**config.mk**
```make
export PLATFORM = sky130hd
export DESIGN_NAME = uart_tx_sched
export DESIGN_NICKNAME = d
export VERILOG_FILES = /design/src/rtl/uart_pkg.sv /design/src/rtl/rr_arbiter.sv /design/src/rtl/uart_tx_sched.sv
export SDC_FILE = /design/constraint.sdc
export NUM_CORES = 1
export LEC_CHECK = 0
export BUFFER_PORTS_ARGS = -buffer_cell sky130_fd_sc_hd__buf_2
export CAP_MARGIN = 5
export CORE_AREA = 2 2 70 72
export DETAILED_ROUTE_END_ITERATION = 10
export DIE_AREA = 0 0 72 74
export PLACE_DENSITY = 0.69
export SLEW_MARGIN = 20
export SYNTH_ARGS = -nofsm -noshare
export SYNTH_HDL_FRONTEND = slang
export SYNTH_SLANG_ARGS = --single-unit
export TNS_END_PERCENT = 1
```
**constraint.sdc**
```tcl
create_clock -name clk -period 7.88 [get_ports clk]
set_clock_uncertainty 0.2 [all_clocks]
set_input_delay 1.576 -clock clk [delete_from_list [all_inputs] [get_ports clk]]
set_output_delay 1.576 -clock clk [all_outputs]
set_load 0.005 [all_outputs]
```
**src/rtl/uart_pkg.sv**
```systemverilog
// Shared types and constants for the UART transmit scheduler.
package uart_pkg;

    typedef enum logic [1:0] {
        ARB    = 2'd0,
        LAUNCH = 2'd1,
        WAIT   = 2'd2
    } state_e;

    localparam int unsigned UART_DATA_W      = 8;
    localparam int unsigned UART_FRAME_TICKS = 10;

endpackage

```
**src/rtl/rr_arbiter.sv**
```systemverilog
// Combinational round-robin picker: the first requester after last_grant_i
// (wrapping) wins.
module rr_arbiter #(
    parameter int unsigned N_REQ = 4,
    parameter int unsigned IDW   = 2
) (
    input  logic [N_REQ-1:0] req_i,
    input  logic [IDW-1:0]   last_grant_i,
    output logic [N_REQ-1:0] grant_o,
    output logic [IDW-1:0]   grant_idx_o,
    output logic             any_grant_o
);

    int unsigned cand;

    always_comb begin
        grant_o     = '0;
        grant_idx_o = '0;
        any_grant_o = 1'b0;
        cand        = 0;
        for (int unsigned k = 1; k <= N_REQ; k++) begin
            cand = (32'(last_grant_i) + k) % N_REQ;
            if (!any_grant_o && req_i[IDW'(cand)]) begin
                any_grant_o              = 1'b1;
                grant_o[IDW'(cand)]      = 1'b1;
                grant_idx_o              = IDW'(cand);
            end
        end
    end

endmodule

```
**src/rtl/uart_tx_sched.sv**
```systemverilog
// Shares one uart_tx among N_REQ byte requesters: round-robin arbitration,
// burst locking, launch on baud_tick and a watchdog on tx_done.
module uart_tx_sched
    import uart_pkg::*;
#(
    parameter int unsigned N_REQ         = 4,
    parameter int unsigned TIMEOUT_TICKS = 16,
    parameter int unsigned IDW           = 2
) (
    input  logic                         clk,
    input  logic                         rst,
    input  logic                         baud_tick,
    input  logic [N_REQ-1:0]             req_valid,
    input  logic [UART_DATA_W*N_REQ-1:0] req_data,
    input  logic [N_REQ-1:0]             req_last,
    output logic [N_REQ-1:0]             req_ready,
    output logic                         tx_start,
    output logic [UART_DATA_W-1:0]       tx_data,
    input  logic                         tx_done,
    output logic [IDW-1:0]               grant_id,
    output logic                         busy,
    output logic                         timeout_err
);

    localparam int unsigned CNT_W = $clog2(TIMEOUT_TICKS + 1);

    state_e                 state_q;
    logic [IDW-1:0]         last_grant_q;
    logic [IDW-1:0]         grant_id_q;
    logic                   lock_q;
    logic                   last_latched_q;
    logic [CNT_W-1:0]       tick_cnt_q;
    logic                   tx_start_q;
    logic [UART_DATA_W-1:0] tx_data_q;
    logic                   busy_q;
    logic                   timeout_err_q;

    logic [N_REQ-1:0]       rr_grant_c;
    logic [IDW-1:0]         rr_idx_c;
    logic                   rr_any_c;
    logic                   lock_hit_c;
    logic                   win_any_c;
    logic [IDW-1:0]         win_idx_c;
    logic [N_REQ-1:0]       win_oh_c;
    logic [UART_DATA_W-1:0] win_data_c;

    rr_arbiter #(
        .N_REQ (N_REQ),
        .IDW   (IDW)
    ) u_rr_arbiter (
        .req_i        (req_valid),
        .last_grant_i (last_grant_q),
        .grant_o      (rr_grant_c),
        .grant_idx_o  (rr_idx_c),
        .any_grant_o  (rr_any_c)
    );

    // A locked owner that is still valid bypasses the round-robin pick.
    assign lock_hit_c = lock_q && req_valid[grant_id_q];
    assign win_any_c  = lock_hit_c || rr_any_c;
    assign win_idx_c  = lock_hit_c ? grant_id_q : rr_idx_c;
    assign win_oh_c   = lock_hit_c ? (N_REQ'(1) << grant_id_q) : rr_grant_c;
    assign req_ready  = (state_q == ARB) ? win_oh_c : '0;

    always_comb begin
        win_data_c = '0;
        for (int unsigned i = 0; i < N_REQ; i++) begin
            if (win_idx_c == IDW'(i)) begin
                win_data_c = req_data[UART_DATA_W*i +: UART_DATA_W];
            end
        end
    end

    always_ff @(posedge clk) begin
        if (rst) begin
            state_q        <= ARB;
            last_grant_q   <= IDW'(N_REQ - 1);
            grant_id_q     <= '0;
            lock_q         <= 1'b0;
            last_latched_q <= 1'b0;
            tick_cnt_q     <= '0;
            tx_start_q     <= 1'b0;
            tx_data_q      <= '0;
            busy_q         <= 1'b0;
            timeout_err_q  <= 1'b0;
        end else begin
            timeout_err_q <= 1'b0;
            case (state_q)
                ARB: begin
                    if (lock_q && !req_valid[grant_id_q]) begin
                        lock_q <= 1'b0;
                    end
                    if (win_any_c) begin
                        tx_data_q      <= win_data_c;
                        grant_id_q     <= win_idx_c;
                        last_latched_q <= req_last[win_idx_c];
                        tx_start_q     <= 1'b1;
                        busy_q         <= 1'b1;
                        state_q        <= LAUNCH;
                    end
                end
                LAUNCH: begin
                    if (baud_tick) begin
                        tx_start_q <= 1'b0;
                        tick_cnt_q <= '0;
                        state_q    <= WAIT;
                    end
                end
                WAIT: begin
                    // tx_done has priority over a watchdog expiry in the same cycle.
                    if (tx_done) begin
                        last_grant_q <= grant_id_q;
                        lock_q       <= ~last_latched_q;
                        busy_q       <= 1'b0;
                        state_q      <= ARB;
                    end else if (baud_tick && tick_cnt_q == CNT_W'(TIMEOUT_TICKS - 1)) begin
                        timeout_err_q <= 1'b1;
                        last_grant_q  <= grant_id_q;
                        lock_q        <= 1'b0;
                        busy_q        <= 1'b0;
                        state_q       <= ARB;
                    end else if (baud_tick) begin
                        tick_cnt_q <= tick_cnt_q + CNT_W'(1);
                    end
                end
                default: state_q <= ARB;
            endcase
        end
    end

    assign tx_start    = tx_start_q;
    assign tx_data     = tx_data_q;
    assign grant_id    = grant_id_q;
    assign busy        = busy_q;
    assign timeout_err = timeout_err_q;

endmodule

```
==> results, run 1 <==
- The hold buffer count at CTS is 0.
- The startpoint identified for the worst register-to-register timing path is last_grant_q[0].
- The area of the core is 4600 um^2.
- The largest net degree at the start of global routing is 24.
- The number of cells on the worst reg-to-reg path is 8.
- Setup violations remaining at the end of the flow were counted as 0.
- The net count after synthesis is 272.
- The tool flagged a number of max-cap violations equal to 0.
- In this run the power density over the cells is 150 nW/um^2.
- Summed over all layers, the global routing overflow is 0.
- In the final layout, the multi-input gates occupy 1410 um^2.
- The number of flip-flops and latches in the synthesized netlist is 24.
- The horizontal die dimension is 72 um.
- IR analysis of the VDD net gives a maximum drop of 62.6 uV.
- The initial antenna violation count is 0.
- The synthesized netlist occupies a cell area of 2010 um^2.
- The terminus of the critical flop-to-flop path is tx_data[7].
- The number of warnings issued by yosys is 0.
- By count the netlist is led by 24 x sky130_fd_sc_hd__and2_1, 24 x sky130_fd_sc_hd__dfxtp_1, 16 x sky130_fd_sc_hd__nor2_1.
- In this run the register-to-register setup slack is 3.71 ns.
- CTS built an H-tree with a depth of 1.
- Counting flops with a built-in enable in the synthesized netlist gives 0.
- Yosys attributes the largest share of cell area to sky130_fd_sc_hd__dfxtp_1 24%, sky130_fd_sc_hd__a221oi_2 7.5%, sky130_fd_sc_hd__and2_1 7.5%.
- Setup repair after global routing left no endpoint under its margin.
- The clock passes through at most 2 buffers.
- The area share of the leading cell type in the synthesized netlist is 23.9%.
- The via count of the first global-routing pass was 1607.
- The flow ran to the end, and the final reports show no timing, DRC or antenna violations.
- The share of the Yosys chip area taken by registers is 23.9%.
- Synthesis instantiated 45 different standard cells from the library.
- Buffers inserted during clock tree synthesis total 3.
- The buffer type at the clock tree root is sky130_fd_sc_hd__clkbuf_8.
- The detailed placer's ending HPWL is 3.67 mm.
- Prior to clock tree synthesis, the placed netlist has a worst setup slack of 2.67 ns.
- The die area is 5330 um^2.
- Once routing completed, OpenROAD measured the worst setup slack at 2.64 ns.
- The arrival time at the worst endpoint is 3.47 ns.
- The capture point of the critical path is req_ready[1].
- The critical path in this run is classified as reg -> out.
- The normalized max-slew margin is 41.7%.
- Using the TritonRoute via totals, the vias-per-cell ratio works out to 5.77.
- For the pin with the worst max-slew slack, the measured transition is 0.875 ns.
- Based on the critical path, the design can be clocked at up to 0.191 GHz.
- The sequential cells in the finished layout cover a total of 480 um^2.
- The final worst-path cycle share is 66.6%.
- The kind of start point of the critical path is a flip-flop.
- Hold is met by 0.264 ns.
- The synthesis-to-finish area growth is 17.0%.
- The detail route stage leaves a number of antenna-violating nets equal to 0.
- The path class of the tightest hold or removal check is reg -> reg.
- The clock latency reported for the late side of the worst-skew pair is 0.28 ns.
- The clock transition time at the flip-flop clock pins of the worst setup and hold paths is 0.09 ns.
- The clock period minus worst slack is 5.24 ns.
- For this run, the leading register cell type out of synthesis is sky130_fd_sc_hd__dfxtp_1.
- The initial cell density of the core is 43.6%.
- After technology mapping, the gate count stands at 218.
- The static power due to leakage is 1.01 nW.
- After floorplanning, the core was divided into 25 placement rows.
- TritonCTS built the clock tree.
- The synthesized area per cell is 9.21 um^2.
- The number of hold-slack violations in the final timing report is 0.
- The number of setup buffers added after CTS is 0.
- The congestion estimate from routability-driven global placement came to 0.867.
- At the end of the flow, the number of nets in the layout was 326.
- The number of antenna diodes in the final layout is 0.
- For this design, the sink count on the clock tree is 24.
- In this run the worst setup path begins at last_grant_q[0].
- The first global-routing pass estimated 7.65 mm of wire.
- STA classifies the critical path endpoint as a primary output.
- Dividing the detail-routed wire length by the instance count gives 15.1 um.
- The final layout contains routed wiring with a total length of 4.90 mm.
- For this run, design rule violations remaining after detail routing come to 0.
- The layout has 452 filler cells.
- The first-pass iteration count of the detailed router is 4.
- The number of buffers added on ports is 60.
- The total negative slack is 0 ns.
- The post-CTS resize count is 0.
- The final number of max-transition violations is 0.
- The chip height is 74 um.
- After the first detailed-routing iteration, the DRC count stood at 124.
- The maximum fanout encountered on the critical timing path is 13.
- After synthesis, the share of flip-flops with an asynchronous set or reset is 0%.
- The routed layout has 1874 vias.
- The fraction of layout cells with a size suffix above 1 is 36.2%.
- The count of pins on the block boundary is 61.
- Global routing used 18.0% of the available tracks.
- The required time of the critical path is 6.10 ns.
- The largest area contributor in the netlist is sky130_fd_sc_hd__dfxtp_1.
-- report_power, final --
group,switching (mW),internal (mW)
Sequential,0.00955,0.133
Combinational,0.0661,0.0555
Clock,0.0427,0.0448
Total,0.118,0.234
-- how the worst min path moves through the flow --
stage,cells past startpoint,to,slack [ns],from
floorplan,2,tick_cnt_q[1],0.25,tick_cnt_q[1]
global placement,2,tx_start,0.25,tx_start
detailed placement,2,tx_start,0.26,tx_start
CTS,2,tx_start,0.27,tx_start
global route,2,busy,0.31,busy
finish,2,tx_start,0.26,tx_start
-- kinds of logic after synthesis --
kind of cell,after synthesis,synth area share [%]
AO/OA/AOI/OAI,68,30.0
flip-flops,24,23.9
buffers and inverters,18,5.80
XOR/XNOR,2,0.873
AND/OR/NAND/NOR,83,23.9
multiplexers,13,9.29
adder cells (fa/ha/maj),10,6.23
-- critical path: stages (launching register included) --
cell                      delay [ns]
sky130_fd_sc_hd__dfxtp_1        0.71
sky130_fd_sc_hd__inv_1          0.26
sky130_fd_sc_hd__ha_1           0.45
sky130_fd_sc_hd__mux4_2         0.62
sky130_fd_sc_hd__or3_4          0.43
sky130_fd_sc_hd__nor2_1         0.18
sky130_fd_sc_hd__and2_1         0.15
sky130_fd_sc_hd__o21ai_0        0.08
sky130_fd_sc_hd__a21oi_1        0.18
sky130_fd_sc_hd__buf_2          0.13
-- sequential cells by signal, indices dropped and copies added, names as in the netlist --
signal and flops:
last_grant_q 2, tx_start 1, last_latched_q 1, tx_data 8, grant_id 2, state_q 2, lock_q 1, timeout_err 1
busy 1, tick_cnt_q 5
-- layer usage --
metal | up-vias | global-route usage [%] | share of wire (%)
met1 | 885 | 26.4 | 48
met4 | 0 | 6.29 | 1.6
met5 | - | 0 | 0
met2 | 52 | 27.6 | 47
met3 | 7 | 1.90 | 3.8
li1 | 930 | - | -
-- stage by stage --
stage                     std cells  total power, mW  area (um^2)  utilization (%)
final                           325            0.352         2350             51.0
after global routing            325            0.372         2350             51.0
after CTS                       325            0.353         2350             51.0
after detailed placement        321            0.267         2290             49.9
after global placement          321            0.266         2290             49.9
after floorplan                 218            0.232         2010                -
-- cell type report --
| cell class | instances | area share, % |
|---|---|---|
| Multi-Input combinational cell | 176 | 60.1 |
| Clock buffer | 4 | 2.35 |
| Tap cell | 54 | 2.88 |
| Inverter | 5 | 0.800 |
| Timing Repair Buffer | 62 | 13.4 |
| Sequential cell | 24 | 20.5 |
-- layout by cell type, fill, tap and decap left out, types with 2 or more instances in the layout --
master / netlist / layout
sky130_fd_sc_hd__o21ai_0: 11 / 11
sky130_fd_sc_hd__nand3_1: 2 / 2
sky130_fd_sc_hd__nor3_1: 4 / 4
sky130_fd_sc_hd__buf_2: 2 / 60
sky130_fd_sc_hd__a221oi_1: 9 / 9
sky130_fd_sc_hd__o21ai_1: 2 / 2
sky130_fd_sc_hd__dfxtp_1: 24 / 24
sky130_fd_sc_hd__a21oi_1: 9 / 9
sky130_fd_sc_hd__or3_1: 2 / 2
sky130_fd_sc_hd__a22oi_1: 6 / 6
sky130_fd_sc_hd__nand3b_1: 11 / 11
sky130_fd_sc_hd__buf_4: 2 / 2
sky130_fd_sc_hd__o31ai_2: 10 / 10
sky130_fd_sc_hd__nand2_1: 10 / 10
sky130_fd_sc_hd__and2_1: 24 / 24
sky130_fd_sc_hd__a211oi_1: 3 / 3
sky130_fd_sc_hd__inv_1: 5 / 5
sky130_fd_sc_hd__nand2b_1: 2 / 2
sky130_fd_sc_hd__or2_2: 2 / 2
sky130_fd_sc_hd__clkbuf_8: 0 / 4
sky130_fd_sc_hd__ha_1: 10 / 10
sky130_fd_sc_hd__a221oi_2: 10 / 10
sky130_fd_sc_hd__nor2b_1: 3 / 3
sky130_fd_sc_hd__mux2i_1: 7 / 7
sky130_fd_sc_hd__mux4_2: 3 / 3
sky130_fd_sc_hd__nor2_1: 16 / 16
sky130_fd_sc_hd__xor2_1: 2 / 2
sky130_fd_sc_hd__mux2_2: 2 / 2
sky130_fd_sc_hd__a211o_1: 2 / 2
(Power assumes the default switching activity.)
==> inputs of run 2 (changes only) <==
Settings changed: ABC_AREA set to 1, CORE_AREA 2 2 70 72 to 2 2 71 73, DIE_AREA 0 0 72 74 to 0 0 73 75.
Clock period 7.88 ns to 5.1 ns, I/O delays scaled along.
==> run 2 against run 1 <==
Compared with the run above: cell count increased by 26%; critical endpoint is now req_ready[0]; wire length up 7.3%; first-iteration DRC count up 19%; largest cell class unchanged; register-to-register slack worse by 1.7 ns; critical path type unchanged.
==> results, run 2 <==
- Outcome: finished, final reports clean (unchanged).
- The number of flip-flops and latches in the synthesized netlist is 24 (unchanged).
- The number of antenna repair diodes came to 0 (unchanged).
- The synthesized area per cell is 6.91 um^2 (was 9.21 um^2).
- The via count is 2220 (was 1874).
- The type of element capturing the critical path was a primary output (unchanged).
- The number of design-rule violations left by the first detailed-router iteration is 147 (was 124).
- The fraction of layout cells with a size suffix above 1 is 29.1% (was 36.2%).
- The largest area contributor in the netlist was sky130_fd_sc_hd__dfxtp_1 (unchanged).
- The met3 routed wirelength is 301 um (was 187 um).
- The async set-or-reset flop fraction in the synthesized netlist is 0% (unchanged).
- The kind of start point of the critical path was a flip-flop (unchanged).
- The placed instance count was 404 (was 321).
- The routed length on met2 is 2.43 mm (was 2.30 mm).
- The per-cell via count in the routed design was 5.44 (was 5.77).
- The hold buffer count at CTS is 0 (unchanged).
- The normalized max-slew margin came to 63.1% (was 41.7%).
- The combined buffer and inverter count along the critical path came to 4 (was 2).
- The fmax is 0.247 GHz.
- The static power due to leakage is 1.20 nW (was 1.01 nW).
- The number of buffers added on ports came to 60 (unchanged).
- The synthesis-to-finish area growth was 15.0% (was 17.0%).
- The depth of the critical timing path with buffers and inverters included was 11 (was 9).
- The number of nets at the end of the flow is 409 (was 326).
- The areal power density over the cells is 245 nW/um^2 (was 150 nW/um^2).
- The area of the core is 4660 um^2 (was 4600 um^2).
- The length of routed wiring on met1 came to 2.50 mm (was 2.33 mm).
- Counting I/O delays and the setup requirement, the final critical path takes 4.05 ns.
- The count of maximum capacitance violations came to 0 (unchanged).
- The worst hold-check path type is reg -> reg (unchanged).
- The number of clock sinks came to 24 (unchanged).
- The required time of the critical path is 3.88 ns (was 6.10 ns).
- Unrepaired setup endpoints after global routing: no (unchanged).
- The area share of the leading cell type in the synthesized netlist is 23.1% (was 23.9%).
- The detailed-route wire length was 5.26 mm (was 4.90 mm).
- The final cell count without fillers was 408 (was 325).
- The most common library cell in the layout ignoring fill and taps is sky130_fd_sc_hd__nand2_1 (was sky130_fd_sc_hd__buf_2).
- The arrival time at the worst endpoint is 2.83 ns (was 3.47 ns).
- The die area is 5480 um^2 (was 5330 um^2).
- The number of cells on the worst reg-to-reg path came to 13 (was 8).
- The switching power is 0.223 mW (was 0.118 mW).
- The antenna violation net count after detailed routing is 0 (unchanged).
- The portion of total power attributed to combinational logic is 39.8% (was 34.5%).
- The clock network power share is 21.8% (was 24.8%).
- The category of the most critical setup path is reg -> out (unchanged).
- Top area cells in the synthesized netlist: sky130_fd_sc_hd__dfxtp_1 23%, sky130_fd_sc_hd__nand2_1 11%, sky130_fd_sc_hd__nand3_1 11% (was sky130_fd_sc_hd__dfxtp_1 24%, sky130_fd_sc_hd__a221oi_2 7.5%, sky130_fd_sc_hd__and2_1 7.5%).
- The CTS buffer count is 3 (unchanged).
- The largest net degree at the start of global routing is 24 (unchanged).
- The final RePlAce weighted congestion is 0.923 (was 0.867).
- The internal power component is 0.365 mW (was 0.234 mW).
- The chip height is 75 um (was 74 um).
- The global-route wire length before repair is 8.43 mm (was 7.65 mm).
- The post-CTS resize count is 0 (unchanged).
- The number of setup buffers added after CTS was 0 (unchanged).
- The horizontal die dimension was 73 um (was 72 um).
- The final instance area is 2390 um^2 (was 2350 um^2).
- The maximum single-stage delay on the critical path is 0.68 ns (was 0.71 ns).
- The flip-flop count of the largest register after layout is 8 (unchanged).
- The most frequent cell after synthesis is sky130_fd_sc_hd__nand2_1.
- The switching part of the total power is 37.9% (was 33.6%).
- The synthesized cell area is 2080 um^2 (was 2010 um^2).
- The uppermost layer routed is met4 (unchanged).
- The final worst-path cycle share is 79.4%.
- The CTS tree is yes (unchanged).
- The final number of max-transition violations was 0 (unchanged).
- The overall power of the completed layout was 0.588 mW (was 0.352 mW).
- The clock transition time at the flip-flop clock pins of the worst setup and hold paths is 0.08 ns (was 0.09 ns).
- The total track usage came to 19.3% (was 18.0%).
- The via count of the first global-routing pass was 1820 (was 1607).
- The initial antenna violation count is 0 (unchanged).
- The cell depth of the worst min-delay path is 2 (unchanged).
- The sequential share of power is 38.5% (was 40.6%).
- Top library cells by usage in the layout, fill and taps aside: 63 x sky130_fd_sc_hd__nand2_1, 60 x sky130_fd_sc_hd__buf_2, 45 x sky130_fd_sc_hd__nand3_1 (was 60 x sky130_fd_sc_hd__buf_2, 24 x sky130_fd_sc_hd__and2_1, 24 x sky130_fd_sc_hd__dfxtp_1).
- The count of pins on the block boundary was 61 (unchanged).
- The number of warnings issued by yosys is 0 (unchanged).
- The cell count after synthesis is 301 (was 218).
- The maximum fanout encountered on the critical timing path came to 14 (was 13).
- The residual DRC count is 0 (unchanged).
- The sequential share of the synthesized area came to 23.1% (was 23.9%).
- The leading register cell type out of synthesis is sky130_fd_sc_hd__dfxtp_1 (unchanged).
- The global-route congestion overflow total came to 0 (unchanged).
- The unique cell type count in the Yosys netlist is 37 (was 45).
- The detailed placer's ending HPWL is 4.09 mm (was 3.67 mm).
- The clock latency reported for the late side of the worst-skew pair was 0.26 ns (was 0.28 ns).
- Crit-path cells: inv_4, ha_1, inv_1, nand3_1, nand2_4, inv_4, nand2_1, nor3_1, a221oi_1, nor3_1, buf_2 (was inv_1, ha_1, mux4_2, or3_4, nor2_1, and2_1, o21ai_0, a21oi_1, buf_2).
- The total number of H-tree levels is 1 (unchanged).
- The cell family contributing the most delay on the critical path is simple AND/OR/NAND/NOR gates (unchanged).
- The number of rows created at floorplan is 25 (unchanged).
- The slew at the pin with the worst max-slew slack is 0.552 ns (was 0.875 ns).
- The net count after synthesis is 355 (was 272).
- The deepest clock path buffer count is 2 (unchanged).
- The total negative slack is 0 ns (unchanged).
- The number of hold-slack violations in the final timing report was 0 (unchanged).
- The cell at the slowest stage of the critical path is sky130_fd_sc_hd__dfxtp_1 (unchanged).
- Ranking of synthesized cells by instance count: 63 x sky130_fd_sc_hd__nand2_1, 45 x sky130_fd_sc_hd__nand3_1, 31 x sky130_fd_sc_hd__inv_1 (was 24 x sky130_fd_sc_hd__and2_1, 24 x sky130_fd_sc_hd__dfxtp_1, 16 x sky130_fd_sc_hd__nor2_1).
- The number of flops mapped to enable cells by yosys was 0 (unchanged).
- The buffer type at the clock tree root is sky130_fd_sc_hd__clkbuf_8 (unchanged).
- The average wire length per cell after detail routing is 12.9 um (was 15.1 um).
- The number of setup violations in the final report is 0 (unchanged).
- The total cell area at the placement stage is 2340 um^2 (was 2290 um^2).
- The worst-case vdd ir drop is 142 uV (was 62.6 uV).
- The first-pass iteration count of the detailed router came to 4 (unchanged).
- The initial cell density of the core is 44.6% (was 43.6%).
==> run 2: cell count changes after synthesis, moves of 7 or more <==
cell / before / now
sky130_fd_sc_hd__nand2_1: 10 / 63
sky130_fd_sc_hd__nand3_1: 2 / 45
sky130_fd_sc_hd__inv_1: 5 / 31
sky130_fd_sc_hd__and2_1: 24 / 0
sky130_fd_sc_hd__a221oi_2: 10 / 0
sky130_fd_sc_hd__o31ai_2: 10 / 0
sky130_fd_sc_hd__a21oi_2: 0 / 8
sky130_fd_sc_hd__nand2_2: 0 / 8
sky130_fd_sc_hd__a21oi_1: 9 / 16
sky130_fd_sc_hd__mux2i_1: 7 / 0
sky130_fd_sc_hd__nand4_1: 1 / 8
sky130_fd_sc_hd__o21ai_1: 2 / 9
==> run 2: cells by family after synthesis <==
| kind of cell | after synthesis | share of synthesized area, % |
|---|---|---|
| xor+xnor | 1 | 0.421 |
| compound gates | 54 | 17.4 |
| buf+inv | 49 | 12.4 |
| fa+ha+maj | 10 | 6.01 |
| flops | 24 | 23.1 |
| simple gates | 163 | 40.7 |
==> run 2: final cells by class <==
cell class	count	area [um^2]
multi-input cells	228	1340
well taps	54	67.6
clock buffers	4	55.1
repair buffers	60	300
flip-flops and latches	24	480
fillers	454	2270
inverters	38	148
==> run 2: worst register-to-register path, stage by stage (launching register included) <==
cell,delay [ns]
sky130_fd_sc_hd__dfxtp_1,0.68
sky130_fd_sc_hd__inv_4,0.20
sky130_fd_sc_hd__ha_1,0.41
sky130_fd_sc_hd__inv_1,0.10
sky130_fd_sc_hd__nand3_1,0.15
sky130_fd_sc_hd__nand2_4,0.10
sky130_fd_sc_hd__inv_4,0.08
sky130_fd_sc_hd__nand4_2,0.08
sky130_fd_sc_hd__nand2_1,0.38
sky130_fd_sc_hd__inv_1,0.30
sky130_fd_sc_hd__nand2_1,0.13
sky130_fd_sc_hd__inv_1,0.04
sky130_fd_sc_hd__nand2_1,0.10
sky130_fd_sc_hd__a21oi_2,0.06
==> run 2: power groups by stage <==
stage	Sequential, mW	Combinational [mW]	Clock [mW]
floorplan	0.228	0.177	0
global placement	0.229	0.233	0
detailed placement	0.230	0.233	0
CTS	0.226	0.234	0.131
global route	0.229	0.263	0.141
finish	0.226	0.234	0.128
==> run 2: path summary, 6_finish.rpt <==
check	startpoint	slack, ns	endpoint
min reg2reg	tick_cnt_q[4]	0.27	tick_cnt_q[4]
max	last_grant_q[0]	1.05	req_ready[0]
max reg2reg	last_grant_q[0]	1.97	tx_data[0]
min	tick_cnt_q[4]	0.27	tick_cnt_q[4]
==> run 2: routing by layer <==
metal / vias to the layer above / GRT usage [%]
met5: - / 0
met2: 89 / 32.0
met3: 5 / 3.61
li1: 1130 / -
met4: 0 / 3.29
met1: 996 / 26.6
==> run 2: through the flow <==
step                worst slack (ns)  util [%]  hold WS [ns]
global route                   0.837      51.4         0.296
global placement                1.40      50.2         0.248
CTS                             1.09      51.4         0.271
detailed placement              1.38      50.2         0.260
finish                          1.05      51.4         0.274
floorplan                       1.81         -         0.235
